File: src/rtl/hls_run_sequencer.sv
// Sequences one load / start / run / read-back cycle of the HLS `main` accelerator over slave channel 0.
// Optional run watchdog is enabled by defining RUN_TIMEOUT_EN.
module hls_run_sequencer #(
  parameter int ADDR_W         = 7,
  parameter int DATA_W         = 64,
  parameter int CNT_W          = 32,
  parameter int TIMEOUT_CYCLES = 200000000
) (
  input  logic                  clock,
  input  logic                  reset,
  input  logic                  ld_valid,
  output logic                  ld_ready,
  input  logic [ADDR_W-1:0]     ld_addr,
  input  logic [7:0]            ld_data,
  input  logic                  ld_last,
  input  logic                  rd_valid,
  output logic                  rd_ready,
  input  logic [ADDR_W-1:0]     rd_addr,
  output logic                  rsp_valid,
  output logic [7:0]            rsp_data,
  output logic                  run_done,
  output logic [1:0]            run_status,
  output logic [CNT_W-1:0]      run_cycles,
  output logic                  accel_stuck,
  output logic                  start_port,
  input  logic                  done_port,
  output logic [1:0]            S_oe_ram,
  output logic [1:0]            S_we_ram,
  output logic [2*ADDR_W-1:0]   S_addr_ram,
  output logic [2*DATA_W-1:0]   S_Wdata_ram,
  output logic [2*ADDR_W-1:0]   S_data_ram_size,
  input  logic [2*DATA_W-1:0]   Sout_Rdata_ram,
  input  logic [1:0]            Sout_DataRdy
);

  typedef enum logic [2:0] {IDLE, WR, START, RUN, FIN, RD, RSP} state_t;

  localparam logic [ADDR_W-1:0] BYTE_SIZE = ADDR_W'(8);

  state_t             state;
  logic               ready_en;
  logic               last_q;
  logic [CNT_W-1:0]   counter;
  logic               oe0;
  logic               we0;
  logic [ADDR_W-1:0]  addr0;
  logic [7:0]         wdata0;
  logic [ADDR_W-1:0]  size0;
  logic               ld_fire;
  logic               rd_fire;
  logic               unused_inputs;
  localparam int      UNUSED_TIMEOUT = TIMEOUT_CYCLES;

  // ready_en keeps both readies low while reset is held and for the first edge after release
  assign ld_ready = (state == IDLE) && ready_en && !accel_stuck;
  assign rd_ready = ld_ready && !ld_valid;
  assign ld_fire  = ld_valid && ld_ready;
  assign rd_fire  = rd_valid && rd_ready;

  assign S_oe_ram        = {1'b0, oe0};
  assign S_we_ram        = {1'b0, we0};
  assign S_addr_ram      = {{ADDR_W{1'b0}}, addr0};
  assign S_Wdata_ram     = {{(2*DATA_W-8){1'b0}}, wdata0};
  assign S_data_ram_size = {{ADDR_W{1'b0}}, size0};
  assign unused_inputs   = ^{Sout_Rdata_ram[2*DATA_W-1:8], Sout_DataRdy[1]};

`ifndef RUN_TIMEOUT_EN
  assign accel_stuck = 1'b0;
`endif

  always_ff @(posedge clock or negedge reset) begin
    if (!reset) begin
      state      <= IDLE;
      ready_en   <= 1'b0;
      last_q     <= 1'b0;
      counter    <= '0;
      oe0        <= 1'b0;
      we0        <= 1'b0;
      addr0      <= '0;
      wdata0     <= '0;
      size0      <= '0;
      start_port <= 1'b0;
      run_done   <= 1'b0;
      rsp_valid  <= 1'b0;
      rsp_data   <= '0;
      run_status <= 2'b00;
      run_cycles <= '0;
`ifdef RUN_TIMEOUT_EN
      accel_stuck <= 1'b0;
`endif
    end else begin
      ready_en   <= 1'b1;
      start_port <= 1'b0;
      run_done   <= 1'b0;
      rsp_valid  <= 1'b0;
      case (state)
        IDLE: begin
          if (ld_fire) begin
            state  <= WR;
            we0    <= 1'b1;
            addr0  <= ld_addr;
            wdata0 <= ld_data;
            size0  <= BYTE_SIZE;
            last_q <= ld_last;
          end else if (rd_fire) begin
            state <= RD;
            oe0   <= 1'b1;
            addr0 <= rd_addr;
            size0 <= BYTE_SIZE;
          end
        end
        WR: begin
          if (Sout_DataRdy[0]) begin
            we0    <= 1'b0;
            addr0  <= '0;
            wdata0 <= '0;
            size0  <= '0;
            if (last_q) begin
              state      <= START;
              start_port <= 1'b1;
            end else begin
              state <= IDLE;
            end
          end
        end
        START: begin
          counter <= '0;
          state   <= RUN;
        end
        RUN: begin
          // run_cycles counts the sampling cycle too, so a done in the first RUN cycle reports 1
          if (done_port) begin
            run_cycles <= (counter == '1) ? counter : counter + 1'b1;
            run_status <= 2'b00;
            run_done   <= 1'b1;
            state      <= FIN;
`ifdef RUN_TIMEOUT_EN
          end else if (counter == CNT_W'(TIMEOUT_CYCLES - 1)) begin
            run_cycles  <= CNT_W'(TIMEOUT_CYCLES);
            run_status  <= 2'b10;
            accel_stuck <= 1'b1;
            run_done    <= 1'b1;
            state       <= FIN;
`endif
          end else if (counter != '1) begin
            counter <= counter + 1'b1;
          end
        end
        FIN: state <= IDLE;
        RD: begin
          if (Sout_DataRdy[0]) begin
            oe0       <= 1'b0;
            addr0     <= '0;
            size0     <= '0;
            rsp_data  <= Sout_Rdata_ram[7:0];
            rsp_valid <= 1'b1;
            state     <= RSP;
          end
        end
        RSP: state <= IDLE;
        default: state <= IDLE;
      endcase
    end
  end

endmodule

File: config.mk
export PLATFORM = sky130hd
export DESIGN_NAME = hls_run_sequencer
export DESIGN_NICKNAME = d
export VERILOG_FILES = /design/src/rtl/hls_run_sequencer.sv
export SDC_FILE = /design/constraint.sdc
export NUM_CORES = 1
export LEC_CHECK = 0
export CORE_MARGIN = 2
export CORE_UTILIZATION = 30
export CTS_CLUSTER_DIAMETER = 40
export DETAILED_ROUTE_END_ITERATION = 6
export PLACE_DENSITY = 0.74
export RECOVER_POWER = 25
export SYNTH_ARGS = -nofsm -noshare
export SYNTH_HDL_FRONTEND = slang
export SYNTH_SLANG_ARGS = --single-unit
File: constraint.sdc
create_clock -name clock -period 5.1 [get_ports clock]
set_clock_uncertainty 0.15 [all_clocks]
set_input_delay 0.765 -clock clock [delete_from_list [all_inputs] [get_ports clock]]
set_output_delay 0.765 -clock clock [all_outputs]
set_load 0.05 [all_outputs]
# Word-level counts from Yosys, hierarchy flattened
# Index checks and enable logic that the tools add are counted.
[word_totals] mem_count=0 out_inout_bits=208 register_bits=104 mem_bits_rw=0 rom_bits=0 wordCells=84 input_bits=158 latchBits=0
[classes] magnitude_cmp=0 reduce_logical=19 mux=34 n_div=0 n_bitwise=0 addsub=1 n_eq_ne=16 n_mul=0 n_shift=0
[op_table] operator="32-bit 2-to-1 mux" n=3
[op_table] operator="32-bit case mux with 2 select lines" n=1
[op_table] operator="7-bit 2-to-1 mux" n=5
[op_table] operator="32-bit by 1-bit adder with 32-bit output (second input constant)" n=1
[op_table] operator="32-bit equality test (second input constant)" n=1
[op_table] operator="32-bit != test (second input constant)" n=1
[op_table] operator="7-bit case mux with 2 select lines" n=2
[op_table] operator="8-bit 2-to-1 mux" n=2
[op_table] operator="2-bit != test (second input constant)" n=8
[op_table] operator="8-bit case mux with 2 select lines" n=1
[op_table] operator="3-bit 2-to-1 mux" n=5
[op_table] operator="3-bit case mux with 5 select lines" n=1
[op_table] operator="1-bit 2-to-1 mux" n=11
[op_table] operator="3-bit AND reduction" n=3
[op_table] operator="4-bit AND reduction" n=2
[op_table] operator="2-bit nonzero test" n=4
[op_table] operator="3-bit by 2-bit equality test with 1-bit output (second input constant)" n=2
[op_table] operator="2-bit AND reduction" n=3
[op_table] operator="1-bit logical AND" n=4
[op_table] operator="1-bit case mux with 2 select lines" n=2
[op_table] operator="3-bit by 1-bit equality test with 1-bit output (second input constant)" n=1
[op_table] operator="3-bit equality test (second input constant)" n=1
[op_table] operator="3-bit zero test" n=1
[op_table] operator="3-bit != test (second input constant)" n=1
[op_table] operator="other kinds (4)" n=4

# Depth between registers and ports, before layout
[logic_depth] word_depth=7 ltp_mapped=9 mapped_depth_nobuf=6

# Worst setup path before layout
# OpenSTA, ideal clock, no wires.
[synth_timing] path_type="reg2out" startpoint="register state[1]" endpoint="output rd_ready" path_slack_ps=2176 path_buffers=1 stages_incl_launch_ff=5 t_required_ps=4185 arrival_ps=2009 cell_sequence="dfrtp_1 -> buf_2 -> nor3_1 -> and2_1 -> nor2b_1"
[synth_via] elab_chain_len=3
[synth_lines] element="start: declaration" line_no="40" rtl="state_t state;"
[synth_lines] element="start signal: assignment" line_no="73" rtl="state <= IDLE;"
[synth_lines] element="start signal: assignment" line_no="99" rtl="state <= WR;"
[synth_lines] element="start signal: assignment" line_no="106" rtl="state <= RD;"
[synth_lines] element="3-bit zero test" line_no="55" rtl="assign ld_ready = (state == IDLE) && ready_en && !accel_stuck;"
[synth_lines] element="1-bit logical AND" line_no="55"
[synth_lines] element="net ld_ready" line_no="12" rtl="output logic ld_ready,"
[synth_lines] element="1-bit logical AND" line_no="56" rtl="assign rd_ready = ld_ready && !ld_valid;"
[synth_lines] element="end: declaration" line_no="17" rtl="output logic rd_ready,"
# The timed path passes the listed nets, and every way through them passes these cells.

==> metrics.md <==
| Metric | Value |
|---|---|
| Status | complete, but fails checks |
| Violated checks | max-capacitance violations, max-slew violations |
| IO Count | 366 |
| Synth top area share | 41.3% |
| Tot GR Track Use | 13.2% |
| PostCTS Resize Cnt | 0 |
| Fmax | 283 MHz |
| Root Buffer | clkbuf_16 |
| Maximum vdd drop | 0.346 mV |
| Buf/Inv on CP | 1 |
| Overflow after GRT | 0 |
| Vias/cell | 4.45 |
| Syn_area_per_cell | 9.20 um^2 |
| Drt total wl | 13,600 um |
| Routability congestion estimate | 0.813 |
| Die Y | 145 um |
| FP Rows | 51 |
| Worst EP required | 4.66 ns |
| CTS max path bufs | 2 |
| Fin crit share | 69.4% |
| Largest net degree at the start of global routing | 63 |
| Area growth from synthesis to final layout | 16.3% |
| Ant diodes | 0 |
| Die X-Extent | 145 um |
| Most frequent cells in the layout | conb_1, dfrtp_1, clkdlybuf4s50_1, nand2_1, nor2_1 |
| CTS Sinks | 98 |
| Yosys reg bits | 98 |
| Total power | 3.86 mW |
| RSZ-0062 raised after global routing | false |
| Via count | 4,439 |
| Post-DR wirelength/cell | 13.7 um |
| Worst-margin pin slew | 3.32 ns |
| CTS H-tree depth | 3 |
| Critical path peak fanout | 62 |
| Number of buffers created by CTS | 9 |
| ANT nets after route | 0 |
| Ys flop type | dfrtp_1 |
| Final hold vios | 0 |
| Crit path cell chain | clkbuf_1 |
| Drt pass-1 iters | 4 |
| Number of max-cap violations | 1 |
| Largest stage delay, worst path | 2.29 ns |
| Clock Pin Slew Worst Setup and Hold Paths | 0.07 ns |
| Hold crit path type | register to register |
| Pwr dens | 558 nW/um^2 |
| Sequential area share after synthesis | 41.3% |
| Count of hold buffers inserted by post-cts repair | 0 |
| Most common cell after layout, fill and taps aside | conb_1 |
| Hold slack | 0.325 ns |
| Die footprint | 21,000 um^2 |
| Initial DRC Count | 234 |
| Max Slew Vio Count | 63 |
| Yosys warnings | 0 |
| Crit-path slowest cell | clkbuf_1 |
| Yosys top cell by area | dfrtp_1 |
| LEAKAGE | 3.12 nW |
| Detailed placement HPWL | 9960 um |
| Initial Util | 30.5% |
| First-pass GRT wire length | 21,400 um |
| Post-CTS Setup Inserts | 0 |
| Largest cells by area after synthesis | dfrtp_1, buf_4, nand2_1 |
| CTS tree | built |
| Crit Path Class | primary input to asynchronous set/reset pin |
| Minimum clock period | 3.54 ns |
| Core region area | 19,500 um^2 |
| Antenna violations before repair | 0 |
| Top delay family on crit path | buffers and inverters |
| CP startpoint kind | primary input |
| Worst slew margin | -121% |
| CP endpoint kind | asynchronous set/reset pin |
| Setup TNS | 0 ns |
| Clock insertion delay at the later pin of the skew report | 0.35 ns |
| Vias in the first global route | 4,018 |
| Fraction of layout cells with a size suffix above 1 | 5.46% |
| Placed Cells | 981 |
| Post-synth EDFFs | 0 |
| Setup-failing EPs final | 0 |
| Layout Utilization | 35.5% |
| Drt drc | 0 |
| Critical Path AT | 3.10 ns |
| Ys async rst share | 100% |
| Final non-filler cell total | 997 |
| Synthesized area | 5940 um^2 |
| Cells after synthesis | 646 |
| Unique cell type count in the Yosys netlist | 47 |
| PortBufs | 99 |
| NumNets Final | 886 |
## logic make-up after synthesis
group / synth area share [%]
adder cells (fa/ha/maj): 0.210
multiplexers: 3.37
buffers and inverters: 21.5
AND/OR/NAND/NOR: 16.0
other: 0.126
flip-flops: 41.3
XOR/XNOR: 3.83
AO/OA/AOI/OAI: 13.7
## state kept, by name, indices dropped and copies added (netlist names)
| name | count |
|---|---|
| counter | 32 |
| run_cycles | 32 |
| rsp_data | 8 |
| wdata0 | 8 |
| addr0 | 7 |
| state | 3 |
| last_q | 1 |
| oe0 | 1 |
| ready_en | 1 |
| rsp_valid | 1 |
| run_done | 1 |
| size0 | 1 |
| start_port | 1 |
| we0 | 1 |
## cell usage after synthesis (13+ instances only)
| cell type | count |
|---|---|
| xor2_1 | 14 |
| nand3_1 | 13 |
| a21oi_1 | 28 |
| nand2_1 | 55 |
| clkbuf_1 | 18 |
| o21ai_0 | 38 |
| nor2_1 | 45 |
| o31ai_1 | 21 |
| dfrtp_1 | 98 |
| buf_4 | 150 |
| nor3_1 | 15 |
## metrics by stage
stage	setup slack [ns]	cell area (um^2)
6_report	1.56	6910
4_1_cts	1.65	6920
3_3_place_gp	1.70	6600
3_5_place_dp	1.68	6600
5_1_grt	0.837	6910
2_1_floorplan	2.18	6480
## metal layers
layer	vias up	global-route usage (%)	part of all wire [%]
met5	-	0	0
met4	0	3.07	0.80
met3	6	5.46	11
met2	215	20.2	46
met1	2122	17.3	43
li1	2096	-	-
## layout make-up
type | instances | area (um^2)
Inverter | 6 | 22.5
Tap cell | 265 | 332
Multi-Input combinational cell | 506 | 2760
Clock buffer | 9 | 225
Sequential cell | 98 | 2450
Clock inverter | 7 | 90.1
Timing Repair Buffer | 106 | 1040
Fill cell | 1989 | 12500
## worst paths after layout
kind,start,to,slack (ns),depth (start not counted)
worst max-delay path,reset,run_cycles[13],1.56,1
worst min-delay path,run_cycles[10],run_cycles[10],0.32,2
worst max register to register,state[0],counter[25],1.99,7
worst min register to register,run_cycles[10],run_cycles[10],0.32,2
max in group clock,state[0],rd_ready,1.65,4
min in group asynchronous,reset,run_cycles[1],1.36,1
## where the power goes
group          internal (mW)  total, mW  switching (mW)
Sequential              1.00       1.16           0.156
Clock                  0.390      0.713           0.323
Combinational          0.578       1.98            1.40
Total                   1.97       3.86            1.88
No activity file was read; power rests on OpenSTA's default activity.
